### config.mk
export PLATFORM = sky130hd
export DESIGN_NAME = rf_alu_sequencer
export DESIGN_NICKNAME = d
export VERILOG_FILES = /design/src/rtl/seq_pkg.sv /design/src/rtl/rf_alu_sequencer.sv
export SDC_FILE = /design/constraint.sdc
export NUM_CORES = 1
export LEC_CHECK = 0
export ABC_AREA = 1
export CAP_MARGIN = 20
export CORE_UTILIZATION = 60
export DETAILED_ROUTE_END_ITERATION = 8
export DONT_BUFFER_PORTS = 1
export GPL_ROUTABILITY_DRIVEN = 0
export PLACE_DENSITY_LB_ADDON = 0.2
export SYNTH_ARGS = -nofsm -noshare
export SYNTH_HDL_FRONTEND = slang
export SYNTH_SLANG_ARGS = --single-unit
export TNS_END_PERCENT = 10
### constraint.sdc
create_clock -name clk_i -period 3.2 [get_ports clk_i]
set_input_delay 0.48 -clock clk_i [delete_from_list [all_inputs] [get_ports clk_i]]
set_output_delay 0.48 -clock clk_i [all_outputs]
set_load 0.01 [all_outputs]
### src/rtl/seq_pkg.sv
// Shared opcode and state encodings for the register-file/ALU micro-sequencer.
// Opcode values 0..5 are identical to the ALU operation encoding.
package seq_pkg;

  typedef enum logic [2:0] {
    OP_ADD = 3'd0,
    OP_SUB = 3'd1,
    OP_AND = 3'd2,
    OP_OR  = 3'd3,
    OP_XOR = 3'd4,
    OP_SLT = 3'd5,
    OP_LDI = 3'd6,
    OP_RD  = 3'd7
  } seq_op_e;

  typedef enum logic [2:0] {
    IDLE = 3'd0,
    READ = 3'd1,
    EXEC = 3'd2,
    WB   = 3'd3,
    RSP  = 3'd4
  } seq_state_e;

endpackage

### src/rtl/rf_alu_sequencer.sv
// Runs one register-to-register instruction at a time: read -> ALU -> write back -> respond.
// LDI skips read/exec; RD skips exec/write and returns the rs1 value.
module rf_alu_sequencer
  import seq_pkg::*;
#(
  parameter int unsigned DW   = 8,
  parameter int unsigned AW   = 3,
  parameter int unsigned CNTW = 16
) (
  input  logic            clk_i,
  input  logic            rst_i,
  input  logic            instr_valid_i,
  output logic            instr_ready_o,
  input  logic [2:0]      instr_op_i,
  input  logic [AW-1:0]   instr_rd_i,
  input  logic [AW-1:0]   instr_rs1_i,
  input  logic [AW-1:0]   instr_rs2_i,
  input  logic [DW-1:0]   instr_imm_i,
  output logic [AW-1:0]   rf_rs1_addr_o,
  output logic [AW-1:0]   rf_rs2_addr_o,
  input  logic [DW-1:0]   rf_rs1_data_i,
  input  logic [DW-1:0]   rf_rs2_data_i,
  output logic            rf_rd_wren_o,
  output logic [AW-1:0]   rf_rd_addr_o,
  output logic [DW-1:0]   rf_rd_data_o,
  output logic [2:0]      alu_op_o,
  output logic [DW-1:0]   alu_a_o,
  output logic [DW-1:0]   alu_b_o,
  input  logic [DW-1:0]   alu_y_i,
  output logic            rsp_valid_o,
  input  logic            rsp_ready_i,
  output logic [DW-1:0]   rsp_data_o,
  output logic [AW-1:0]   rsp_rd_o,
  output logic [CNTW-1:0] retired_o
);

  seq_state_e    r_state;
  seq_state_e    w_state_d;
  logic          r_ready;
  logic          w_accept;
  logic [2:0]    r_op;
  logic [AW-1:0] r_rd, r_rs1, r_rs2;
  logic [2:0]    r_alu_op;
  logic [DW-1:0] r_opa, r_opb;
  logic [AW-1:0] r_wb_addr;
  logic [DW-1:0] r_wb_data;
  logic [DW-1:0] r_rsp_data;
  logic [AW-1:0] r_rsp_rd;
  logic [CNTW-1:0] r_retired;

  assign w_accept = instr_valid_i & r_ready;

  always_comb begin
    w_state_d = IDLE;
    case (r_state)
      IDLE:    w_state_d = w_accept ? ((instr_op_i == OP_LDI) ? WB : READ) : IDLE;
      READ:    w_state_d = (r_op == OP_RD) ? RSP : EXEC;
      EXEC:    w_state_d = WB;
      WB:      w_state_d = RSP;
      RSP:     w_state_d = rsp_ready_i ? IDLE : RSP;
      default: w_state_d = IDLE;
    endcase
  end

  // ALU operands and write-back port are loaded only on entry to EXEC/WB so they
  // hold their last values at all other times.
  always_ff @(posedge clk_i) begin
    if (rst_i) begin
      r_state    <= IDLE;
      r_ready    <= 1'b0;
      r_op       <= '0;
      r_rd       <= '0;
      r_rs1      <= '0;
      r_rs2      <= '0;
      r_alu_op   <= '0;
      r_opa      <= '0;
      r_opb      <= '0;
      r_wb_addr  <= '0;
      r_wb_data  <= '0;
      r_rsp_data <= '0;
      r_rsp_rd   <= '0;
      r_retired  <= '0;
    end else begin
      r_state <= w_state_d;
      r_ready <= (w_state_d == IDLE);
      if (w_accept) begin
        r_op  <= instr_op_i;
        r_rd  <= instr_rd_i;
        r_rs1 <= instr_rs1_i;
        r_rs2 <= instr_rs2_i;
        if (instr_op_i == OP_LDI) begin
          r_wb_addr <= instr_rd_i;
          r_wb_data <= instr_imm_i;
        end
      end
      if (r_state == READ) begin
        if (r_op == OP_RD) begin
          r_rsp_data <= rf_rs1_data_i;
          r_rsp_rd   <= r_rd;
        end else begin
          r_opa    <= rf_rs1_data_i;
          r_opb    <= rf_rs2_data_i;
          r_alu_op <= r_op;
        end
      end
      if (r_state == EXEC) begin
        r_wb_addr <= r_rd;
        r_wb_data <= alu_y_i;
      end
      if (r_state == WB) begin
        r_rsp_data <= r_wb_data;
        r_rsp_rd   <= r_wb_addr;
      end
      if ((r_state == RSP) && rsp_ready_i) begin
        r_retired <= r_retired + CNTW'(1);
      end
    end
  end

  assign instr_ready_o = r_ready;
  assign rf_rs1_addr_o = r_rs1;
  assign rf_rs2_addr_o = r_rs2;
  // Gated so a reset landing on WB never reaches the register file.
  assign rf_rd_wren_o  = (r_state == WB) & ~rst_i;
  assign rf_rd_addr_o  = r_wb_addr;
  assign rf_rd_data_o  = r_wb_data;
  assign alu_op_o      = r_alu_op;
  assign alu_a_o       = r_opa;
  assign alu_b_o       = r_opb;
  assign rsp_valid_o   = (r_state == RSP);
  assign rsp_data_o    = r_rsp_data;
  assign rsp_rd_o      = r_rsp_rd;
  assign retired_o     = r_retired;

endmodule
### Yosys cells after proc, flatten, opt, wreduce, memory -nomap -nowiden

Index checks and enable logic that the tools add are counted.

* add/subtract/negate cells: 1
* equality and inequality tests: 6
* multiplexer cells: 17
* bitwise gates (word level): 4
* reductions and logical operators: 10

Operators by type and width (number)
* 8-bit two-way mux: 6
* 3-bit two-way mux: 8
* 16-bit by 1-bit adder with 16-bit output, second input constant: 1
* 3-bit one-hot mux with 5 select lines: 1
* 3-bit == test, second input constant: 3
* 2-bit nonzero test: 4
* 3-bit by 2-bit == test with 1-bit output, second input constant: 2
* 3-bit zero test: 2
* 2-bit AND reduction: 3
* 2-bit two-way mux: 2
* 3-bit by 1-bit == test with 1-bit output, second input constant: 1
* 1-bit bitwise AND: 2
* 1-bit inverter: 2
* 1-bit logical AND: 1

* register bits after elaboration: 73
* bits of input ports: 48
* output and inout port bits: 66

### Longest topological paths before layout

Gate-level depths: netlist of run 1.

* depth after elaboration: 5
* mapped depth: 9

### Least setup slack after synthesis of run 1

OpenSTA, ideal clock, no wires.

* path kind: register to output
* start: register r_state[1]
* end: output port rf_rd_wren_o
* arrival: 1002 ps
* data required time: 2720 ps
* path slack: 1718 ps
* stages on the path, launching flop included: 6
* buffers on the path: 1
* cell sequence: dfxtp_1 inv_1 nor2_4 inv_1 buf_4 nor2_1

* longest elaborated chain between the ends: 2

Ends and longest elaborated chain
* from (decl): RTL line rf_alu_sequencer.sv:37 `seq_state_e r_state;`
* from (signal assigned): RTL line rf_alu_sequencer.sv:84 `r_state <= w_state_d;`
* 3-bit by 2-bit == test with 1-bit output: RTL line rf_alu_sequencer.sv:124 `assign rf_rd_wren_o = (r_state == WB) & ~rst_i;`
* 1-bit bitwise AND: RTL line rf_alu_sequencer.sv:124
* to (decl): RTL line rf_alu_sequencer.sv:23 `output logic rf_rd_wren_o,`

Every way passes these cells.

### Final worst setup path of run 1

Ends and elaborated chain as after synthesis.

==> results of run 1 <==
[layout by cell type (no fill, tap or decap), drive strengths merged]
cell type	instances
bufinv	2
nor3	5
inv	34
nor2	135
a31oi	1
clkbuf	14
nor3b	1
a21oi	10
o21ai	64
buf	2
dfxtp	73
nand2	94
nand3	23
ha	1
nand4	4
xnor2	1
[worst reg2reg max path, stage by stage (launching register included)]
cell and delay [ns]:
dfxtp_1 0.36, nor2_1 0.53, nand2_2 0.32, nand2_1 0.35, inv_1 0.25, nor2_1 0.16
nor2_1 0.06
[per-layer routing]
metal | vias up | track usage
met5 | - | 0
met4 | 0 | 0.113
met3 | 18 | 0.0790
met2 | 94 | 0.464
met1 | 1249 | 0.299
li1 | 1464 | -
[layout make-up]
type	instances	share of cell area
flip-flops and latches	73	0.429
multi-input cells	339	0.438
clock buffers	14	0.0478
well taps	70	0.0257
clock inverters	2	0.0176
repair buffers	2	0.00441
inverters	34	0.0375
[stage by stage]
step	std cells	utilization	setup WS (ns)	hold WS (ns)	total power, mW
after floorplan	468	-	1.72	0.439	1.34
after global placement	518	0.623	1.23	0.490	1.38
after detailed placement	518	0.623	1.13	0.497	1.39
after CTS	534	0.666	0.802	0.191	2.18
after global routing	534	0.666	0.602	0.193	2.28
final	534	0.666	0.806	0.205	2.17
[registers in the layout, indices dropped and copies added (netlist names)]
register       cells
alu_a_o            8
rsp_data_o         8
r_op               3
rf_rd_data_o       8
r_rd               3
rf_rd_addr_o       3
rf_rs2_addr_o      3
alu_op_o           3
instr_ready_o      1
rf_rs1_addr_o      3
rsp_rd_o           3
alu_b_o            8
retired_o         16
r_state            3
[cells by family (layout without fill, tap and decap cells)]
| group | count (synthesis) | in the layout | synth area share |
|---|---|---|---|
| buf+inv | 56 | 52 | 0.0782 |
| compound gates | 75 | 75 | 0.118 |
| xor+xnor | 1 | 1 | 0.00274 |
| simple gates | 262 | 262 | 0.341 |
| flops | 73 | 73 | 0.457 |
| fa+ha+maj | 1 | 1 | 0.00391 |
[report_power, final]
part | switching, mW | internal (mW)
logic | 0.176 | 0.0844
registers | 0.108 | 1.00
clock network | 0.317 | 0.483
[worst max path at each step]
stage / start / endpoint / slack, ns
2_1_floorplan: r_state[1]$_SDFF_PP0_ / rf_rd_wren_o / 1.72
3_3_place_gp: r_state[2]$_SDFF_PP0_ / rf_rd_addr_o[1]$_SDFFE_PP0P_ / 1.23
3_5_place_dp: r_state[2]$_SDFF_PP0_ / rf_rd_data_o[1]$_SDFFE_PP0P_ / 1.13
4_1_cts: r_state[1]$_SDFF_PP0_ / rf_rd_wren_o / 0.80
5_1_grt: r_state[1]$_SDFF_PP0_ / rf_rd_wren_o / 0.60
6_report: r_state[1]$_SDFF_PP0_ / rf_rd_wren_o / 0.81
==> flow_results.org, run 1 <==
** Critical path
- For flop-to-flop paths, the worst setup slack is 1.07 ns.
- In this design, the stage delay of the slowest critical-path cell is 0.60 ns.
- The endpoint identified for the worst register-to-register timing path is rf_rd_data_o[1]$_SDFFE_PP0P_.
- Worst Path Buf+Inv :: 2
- The worst setup path is launched from a register.
- Worst Path Arrival :: 1.91 ns
- STA classifies the critical path endpoint as an output port.
- Along the worst path, the maximum fanout reaches 15.
- Library cell appearing most often on the critical path :: inv_1
- The worst setup path is of the register to output port kind.
- Required time at the worst-slack endpoint :: 2.72 ns
- Walking the worst path, the cells encountered are inv_1 -> nor2_4 -> inv_1 -> nor2_1.
- Critical Path Stages :: 4
- In this run the critical register-to-register path is launched from r_state[2]$_SDFF_PP0_.
- The largest individual stage delay along the critical path comes from the cell dfxtp_1.
- The worst register-to-register path has a depth of 6.
- Top delay family on crit path :: flip-flops

** Cells and area
- Summed area of non-filler cells in the final layout :: 3400 µm²
- Fill cells in the final layout number 475.
- At the end of the flow, the number of nets in the layout was 508.
- In the final layout, the multi-input gates occupy 1490 µm².
- In the final layout, the share of cells above drive strength 1 is 0.0560.
- Synthesis-to-finish area growth :: 6.33%
- Registers take 1460 µm².
- The repair_antennas step left the layout with diodes totalling 0.

** Logic synthesis
- FF+latch count, synth :: 73
- Counting flops with a built-in enable in the synthesized netlist gives 0.
- Yosys top cell area share :: 0.457
- By area the synthesized netlist is led by dfxtp_1, nor2_1, nand2_1.
- Sequential element share of the synthesized area :: 0.457
- Top cell types by occurrence after synthesis :: nor2_1, nand2_1, dfxtp_1
- Counting flops with an async set or reset pin after synthesis yields a share of 0.
- The most used flip-flop cell after synthesis is dfxtp_1.
- The netlist uses 25 different library cells.
- Synthesized area per cell :: 6.84 µm²
- Synthesized area :: 3200 µm²
- The number of nets handed over by synthesis was 517.
- Synthesis warning total :: 0
- Yosys instantiated no cell more often than nor2_1.
- Number of standard cells after synthesis :: 468
- Post-synth top area cell :: dfxtp_1

** STA
- For the pin with the worst max-slew slack, the measured transition is 0.644 ns.
- The number of max-slew violations in the final report is 0.
- Static timing analysis puts the maximum clock frequency at 418 MHz.
- Final clock skew :: 0.00961 ns
- In the finished design, the share of the clock period the worst path needs comes to 0.748.
- For the final routed database, the setup TNS stands at 0 ns.
- Measured against its own limit, the worst slew margin works out to 0.569.
- Final number of hold-violating endpoints :: 0
- Setup repair after global routing left no endpoint under its margin.
- The worst path needs 2.39 ns of the cycle, external delays included.
- Setup violations remaining at the end of the flow were counted as 0.

** Placement
- Post-detail-place hpwl :: 5300 µm
- # port buffers :: 0
- In this run the cell area measured after placement is 3180 µm².

** Global route
- The number of global-route vias before repair is 2562.
- Global routing finished with a remaining overflow of 0.
- All-Layer GR Usage :: 0.265
- The number of antenna violations at the first check in global routing was 0.
- The first global-routing pass estimated 11100 µm of wire.
- Pin count of the biggest net entering global routing :: 40

** Min path
- Hold path start :: rst_i
- Depth of the worst hold-timing path :: 1
- Capture endpoint of the worst hold path :: retired_o[1]$_SDFFE_PP0P_
- In this run the worst hold path is classified as input pin to register.

** Routing
- Dividing the detail-routed via count by the number of cells gives 5.29.
- Summed over all nets, wire length on met3 after detailed routing comes to 553 µm.
- Total wirelength of the detailed-routed design :: 7270 µm
- First-iteration detailed-routing DRC count :: 110
- Pre-Repair DR Iteration Count :: 4
- Highest Signal Layer :: met4
- In the final routing, the length of wire on met1 measures 3020 µm.
- Metal2 WL :: 3480 µm
- In the routed design, unresolved DRC markers number 0.
- Post-route ant nets :: 0
- WL per Instance :: 13.6 µm
- Routed via count :: 2825

** Die
- Starting density of the core :: 0.627
- Floorplan Core Area :: 5110 µm²
- The floorplan has 26 rows.
- Measured along the y axis, the die boundary spans 75.0 µm.
- The die is 75.0 µm wide.
- Pin placement for this block handled 114 I/O pins.
- Die area :: 5630 µm²

** Run status
- Status :: finished clean

** CTS
- Total of cells resized after clock tree synthesis :: 0
- Post-CTS Hold Buffers :: 0
- The H-tree was split into 3 levels.
- TritonCTS built the clock tree.
- Sink Count :: 73
- Clock tree synthesis selected as its root buffer the cell clkbuf_8.
- Post-CTS timing repair inserted 0 buffers for setup.
- Buffers inserted during clock tree synthesis total 9.
- Insertion delay of the later-clocked pin in the worst-skew pair :: 0.33 ns
- Clock slew seen by the registers of the worst setup and hold paths :: 0.07 ns
- Clock tree buffer depth :: 2

** Run
- The tool flagged a number of max-cap violations equal to 0.

** Pwr
- Worst-case vdd ir drop :: 0.000363 V
- Power per unit of standard cell area :: 638 nW/µm²
- Leakage :: 1.47 nW
Power figures use the tool's default switching activity.
==> run 2, diff against run 1 <==
==> constraint.sdc (replaced) <==
create_clock -name clk_i -period 2.5 [get_ports clk_i]
set_input_delay 0.375 -clock clk_i [delete_from_list [all_inputs] [get_ports clk_i]]
set_output_delay 0.375 -clock clk_i [all_outputs]
set_load 0.01 [all_outputs]
==> run 2 against run 1 <==
Effect of this change:
- worst setup slack lost 0.61 ns
- critical path depth unchanged
- final cell count rose by 0.19%
- global-route usage is 0.42 points higher
- design area down 0.22%
- clock power grew 18%
==> flow_results.org, run 2 (synthesis results as in run 1) <==
** Critical path
- Nature of the critical path startpoint :: register
- R2R cell count :: 7 (+1)
- The arrival time of data at the critical path endpoint is 1.92 ns (about the same).
- CP Max Fanout :: 15 (unchanged)
- The worst setup path is captured at an output port.
- Crit. Startpoint :: r_state[1]$_SDFF_PP0_
- The required arrival time at the worst endpoint is 2.12 ns (-0.60 ns).
- Reg-to-reg critical path startpoint :: instr_ready_o$_SDFF_PP0_
- The worst setup path is of the register to output port kind.

** Min path
- In this run the most critical hold path is launched from rst_i.
- Tightest Hold Check Type :: input pin to register
- Depth of the worst hold-timing path :: 1 (unchanged)

** Routing
- The per-cell routed wire length was 13.2 µm (-2.7%).
- First-iteration detailed-routing DRC count :: 89 (-19%)
- Remaining DRCs :: 0 (unchanged)
- Pre-Repair DR Iteration Count :: 4 (unchanged)
- Total wirelength of the detailed-routed design :: 7080 µm (-2.5%)
- Vias per cell :: 5.19 (-1.8%)
- Routed via count :: 2778 (-1.7%)
- The number of routed nets with antenna violations was 0 (unchanged).

** CTS
- The register clock-pin slew on the reported worst setup and hold paths came to 0.07 ns (about the same).
- Clock tree buffer depth :: 2 (unchanged)
- Total of cells resized after clock tree synthesis :: 0 (unchanged)
- The number of clock buffers inserted by TritonCTS is 9 (unchanged).
- The depth of the CTS H-tree is 3 (unchanged).
- TritonCTS built the clock tree.
- The clock sink count came to 73 (unchanged).
- The clock latency on the worst-skew pair was 0.34 ns (about the same).
- The count of hold buffers inserted by post-cts repair came to 0 (unchanged).
- Buffer count from post-CTS setup fixing :: 0 (unchanged)
- Root buf cell :: clkbuf_8

** Cells and area
- The top cell types in the final layout, fill and taps aside, are nor2_1, nand2_1, dfxtp_1.
- Number of cells in the finished layout apart from fillers :: 535 (+0.19%)
- The layout cell share with drive strength beyond 1 came to 0.0602 (+0.00418).
- Diode insertion count for antenna repair :: 0 (unchanged)
- Synthesis-to-finish area growth :: 6.10%
- # nets final :: 509 (+0.20%)
- The number of flip-flops under the largest register name came to 16 (unchanged).
- Most common library cell in the layout ignoring fill and taps :: nor2_1

** Placement
- Placed cells :: 519 (+0.19%)
- # port buffers :: 0 (unchanged)
- Pre-CTS setup slack :: 0.560 ns (-0.568 ns)
- Post-detail-place hpwl :: 5170 µm (-2.5%)

** Pwr
- Power per unit of standard cell area :: 795 nW/µm² (+25%)
- Worst-case vdd ir drop :: 0.000547 V (+51%)
- Total Power :: 2.70 mW (+24%)
- Leakage :: 1.47 nW (about the same)

** STA
- The worst setup margin was 0.201 ns (-0.605 ns).
- Post-layout minimum cycle time :: 2.30 ns
- Setup repair after global routing left no endpoint under its margin.
- The setup violation total in the final timing report was 0 (unchanged).
- The slew at the pin with the worst max-slew slack came to 0.459 ns (-0.185 ns).
- The worst-case clock skew is 0.00436 ns (-0.00525 ns).
- Final number of hold-violating endpoints :: 0 (unchanged)
- Sum of negative setup slack :: 0 ns (unchanged)
- Slew Limit Headroom :: 0.693 (+0.124)
- Final max-slew violation count :: 0 (unchanged)
- Dividing the final minimum period by the clock period gives 0.920.
- Max Freq :: 435 MHz

** Global route
- Wire length of the first global-routing pass :: 11300 µm (+1.2%)
- The number of global-route vias before repair is 2573 (+0.43%).
- The number of antenna violations at the first check in global routing was 0 (unchanged).
- GR Overflow Total :: 0 (unchanged)
- Pin count of the biggest net entering global routing :: 40 (unchanged)
- All-Layer GR Usage :: 0.269 (+0.00420)

** Die
- Starting density of the core :: 0.627 (unchanged)
- The total number of placement rows was 26 (unchanged).
- Height of the chip :: 75.0 µm (unchanged)
- The die width is 75.0 µm (unchanged).
- The floorplan core area is 5110 µm² (unchanged).
- Number of I/O pins :: 114 (unchanged)
- The die outline area came to 5630 µm² (unchanged).

** Run
- The reported max-cap violation count was 0 (unchanged).

** Run status
- Status :: finished clean
run 2: worst max-delay path, cell delays in order, from the launching register on:
cell and delay, ns:
dfxtp_1 0.61, inv_1 0.19, nor2_4 0.30, inv_1 0.22
nor2_1 0.26
run 2: cell type report:
cell class,instances,area (µm²)
fillers,481,1710
multi-input cells,339,1490
flip-flops and latches,73,1460
clock buffers,14,173
inverters,34,128
well taps,70,87.6
clock inverters,2,35.0
repair buffers,3,22.5
run 2: report_power, final:
group | total, mW | switching, mW | internal [mW]
sequential | 1.42 | 0.140 | 1.28
clock | 0.943 | 0.401 | 0.542
combinational | 0.335 | 0.224 | 0.111
total | 2.70 | 0.765 | 1.93
run 2: routing by layer:
metal	vias up	wire [µm]	global-route usage
met4	0	211	0.155
met2	95	3470	0.466
li1	1463	-	-
met5	-	0	0
met1	1203	2950	0.301
met3	17	455	0.0656
run 2: final timing paths:
check / end / slack, ns
worst max-delay path: rf_rd_wren_o / 0.20
worst min-delay path: r_state[2]$_SDFF_PP0_ / 0.1
worst max register to register: rf_rd_addr_o[2]$_SDFFE_PP0P_ / 0.56
worst min register to register: r_rd[1]$_SDFFE_PP0P_ / 0.49
run 2: metrics by stage:
| stage | util | hold WS, ns | instance area (µm²) |
|---|---|---|---|
| after floorplan | - | 0.439 | 3200 |
| after global placement | 0.624 | 0.447 | 3190 |
| after detailed placement | 0.624 | 0.451 | 3190 |
| after CTS | 0.665 | 0.0834 | 3400 |
| after global routing | 0.665 | 0.0899 | 3400 |
| final | 0.665 | 0.0999 | 3400 |
==> run 3, diff against run 2 <==
--- a/config.mk
+++ b/config.mk
@@ -6,6 +6,7 @@
 export NUM_CORES = 1
 export LEC_CHECK = 0
 export ABC_AREA = 1
+export ABC_CLOCK_PERIOD_IN_PS = 2500
 export CAP_MARGIN = 20
 export CORE_UTILIZATION = 60
 export DETAILED_ROUTE_END_ITERATION = 8
==> constraint.sdc (replaced) <==
create_clock -name clk_i -period 2.5 [get_ports clk_i]
set_input_delay 0.5 -clock clk_i [delete_from_list [all_inputs] [get_ports clk_i]]
set_output_delay 0.5 -clock clk_i [all_outputs]
set_load 0.01 [all_outputs]
==> run 3 against run 2 <==
Effect of this change:
- design area up 0.70%
- sequential power about the same
- critical path depth unchanged
- via count up 4.1%
- final cell count up 0.19%
- count of clock-buffer cells in the layout unchanged
- clock power up 9%
- largest cell class unchanged
- largest power group unchanged
==> flow_results.org, run 3 (synthesis results as in run 1) <==
** Critical path
- Top delay family on crit path :: simple AND/OR/NAND/NOR gates
- The slowest stage of the critical path is the dfxtp_2 cell.
- The top fanout value on the critical path came to 15 (unchanged).
- Worst Path Arrival :: 1.72 ns (-0.20 ns)
- Among the stages of the critical path, the cell type that occurs most often is inv_1.
- Cell-by-cell listing of the critical path :: inv_1 -> nor2_4 -> inv_1 -> nor2_1
- STA classifies the critical path startpoint as a register.
- The critical path is of the register to output port type.
- Worst Path Buf+Inv :: 2 (unchanged)
- The critical path's largest stage delay is 0.48 ns (-0.13 ns).
- Required time at the worst-slack endpoint :: 2.00 ns (-0.12 ns)
- The worst setup path is captured at an output port.

** Cells and area
- The antenna diode instance count came to 0 (unchanged).
- The post-route standard cell area excluding fillers was 3420 µm² (+0.70%).
- Most frequent cells in the layout :: nor2_1, nand2_1, dfxtp_1
- From synthesis to final layout, the design area changed by 6.84%.
- # nets final :: 510 (+0.20%)
- The non-filler instance count after layout was 536 (+0.19%).
- Most common library cell in the layout ignoring fill and taps :: nor2_1
- The number of flip-flops under the largest register name was 16 (unchanged).
- The layout cell share with drive strength beyond 1 was 0.0622 (+0.00202).

** STA
- The relative slew slack is 0.529 (-0.165).
- Fraction of the cycle the final worst path needs :: 0.889 (-0.0311)
- The final hold violation count came to 0 (unchanged).
- Sum of negative setup slack :: 0 ns (unchanged)
- Worst Hold Margin :: 0.224 ns (+0.124 ns)
- Max Freq :: 450 MHz (+3.5%)
- Final clock skew :: 0.00456 ns (+0.000199 ns)
- The slew at the pin with the worst max-slew slack is 0.704 ns (+0.245 ns).
- RSZ-0062 raised after global routing :: false
- Post-layout minimum cycle time :: 2.22 ns (-0.0777 ns)
- Number of failing setup endpoints in the final timing report :: 0 (unchanged)
- Final max-slew violation count :: 0 (unchanged)

** Global route
- Vias in the first global route :: 2557 (-0.62%)
- The overflow left after global routing is 0 (unchanged).
- The global-route wire length before repair is 11400 µm (+0.86%).
- Number of antenna violations at the first check in global routing :: 0 (unchanged)
- All-Layer GR Usage :: 0.269 (about the same)
- The largest net degree at the start of global routing is 25 (-38%).

** Routing
- Vias per cell :: 5.40 (+3.9%)
- The per-cell routed wire length came to 13.7 µm (+3.7%).
- Sum of routed wire segments on met1 :: 3020 µm (+2.5%)
- The met3 layer wire length in the routed design is 527 µm (+16%).
- Routed via count :: 2893 (+4.1%)
- First-iteration detailed-routing DRC count :: 96 (+7.9%)
- Pre-Repair DR Iteration Count :: 4 (unchanged)
- Metal2 WL :: 3620 µm (+4.4%)
- The number of remaining DRC errors was 0 (unchanged).
- Total wirelength of the detailed-routed design :: 7360 µm (+3.9%)
- Routed signal wires occupy layers up through met4.
- Post-route ant nets :: 0 (unchanged)

** Die
- Die area :: 5630 µm² (unchanged)
- Height of the chip :: 75.0 µm (unchanged)
- The initial core utilization came to 0.627 (unchanged).
- The die width was 75.0 µm (unchanged).
- Number of rows in the core area :: 26 (unchanged)
- Number of I/O pins :: 114 (unchanged)
- Floorplan Core Area :: 5110 µm² (unchanged)

** Pwr
- The maximum ir drop on the vdd rail came to 0.000505 V (-7.8%).
- Power per unit of standard cell area :: 816 nW/µm² (+2.7%)
- The static leakage is 1.48 nW (+0.68%).

** CTS
- The clock sink count was 73 (unchanged).
- Clock tree from TritonCTS :: done
- Total of cells resized after clock tree synthesis :: 0 (unchanged)
- Total clock buffers created by CTS :: 9 (unchanged)
- The count of hold buffers inserted by post-cts repair was 0 (unchanged).
- The clock latency on the worst-skew pair is 0.33 ns (about the same).
- The tree is rooted in a clkbuf_8.
- Buffer count from post-CTS setup fixing :: 0 (unchanged)
- The register clock-pin slew on the reported worst setup and hold paths is 0.07 ns (about the same).
- Clock tree buffer depth :: 2 (unchanged)
- The depth of the CTS H-tree is 3 (unchanged).

** Placement
- The count of buffers inserted at the top-level ports came to 0 (unchanged).
- The placed cell count is 520 (+0.19%).
- Total placed instance area :: 3200 µm² (+0.24%)
- The detailed placement HPWL is 5320 µm (+2.8%).

** Run
- Total of max-cap violations :: 0 (unchanged)

** Min path
- Tightest Hold Check Type :: input pin to register

** Run status
- Status :: finished clean
## run 3: cell count changes in the layout (fill, tap and decap cells not counted), sizes merged
cell,previous run,this run
buf,3,4
bufinv,1,2
clkinv,1,0
## run 3: where the power goes
group / switching [mW] / total, mW / internal (mW) / leakage, nW
sequential: 0.141 / 1.42 / 1.28 / 0.594
clock: 0.410 / 1.03 / 0.619 / 0.111
combinational: 0.225 / 0.340 / 0.115 / 0.778
total: 0.776 / 2.79 / 2.02 / 1.48
## run 3: worst register-to-register path: stages, from the launching register on
cell and delay (ns):
dfxtp_1 0.35, nor2_1 0.57, nand2_2 0.34, nand2_1 0.17
buf_4 0.17, inv_1 0.16, nor2_1 0.15, nor2_1 0.06
## run 3: worst paths after layout
path	start	to	slack [ns]	depth (start not counted)
setup reg to reg	r_state[2]$_SDFF_PP0_	rf_rd_addr_o[0]$_SDFFE_PP0P_	0.42	7
setup / recovery	r_state[1]$_SDFF_PP0_	rf_rd_wren_o	0.28	4
hold / removal	rst_i	retired_o[1]$_SDFFE_PP0P_	0.22	1
hold reg to reg	r_op[0]$_SDFFE_PP0P_	r_op[0]$_SDFFE_PP0P_	0.50	2
## run 3: metal layers
| layer | up-vias | track usage |
|---|---|---|
| met4 | 0 | 0.138 |
| met5 | - | 0 |
| met2 | 102 | 0.465 |
| li1 | 1458 | - |
| met3 | 16 | 0.0736 |
| met1 | 1317 | 0.304 |
## run 3: per-stage QoR
stage	util	setup WS, ns	power (mW)
final	0.670	0.278	2.79
after global routing	0.670	0.115	2.92
after CTS	0.669	0.0549	2.80
after detailed placement	0.626	0.428	1.79
after global placement	0.626	0.522	1.77
after floorplan	-	0.998	1.72
## run 3: area by class of cell
type | instances | area [µm²]
Fill cell | 479 | 1690
Sequential cell | 73 | 1460
Timing Repair Buffer | 4 | 30.0
Multi-Input combinational cell | 339 | 1490
Clock inverter | 2 | 60.1
Clock buffer | 14 | 163
Tap cell | 70 | 87.6
Inverter | 34 | 128
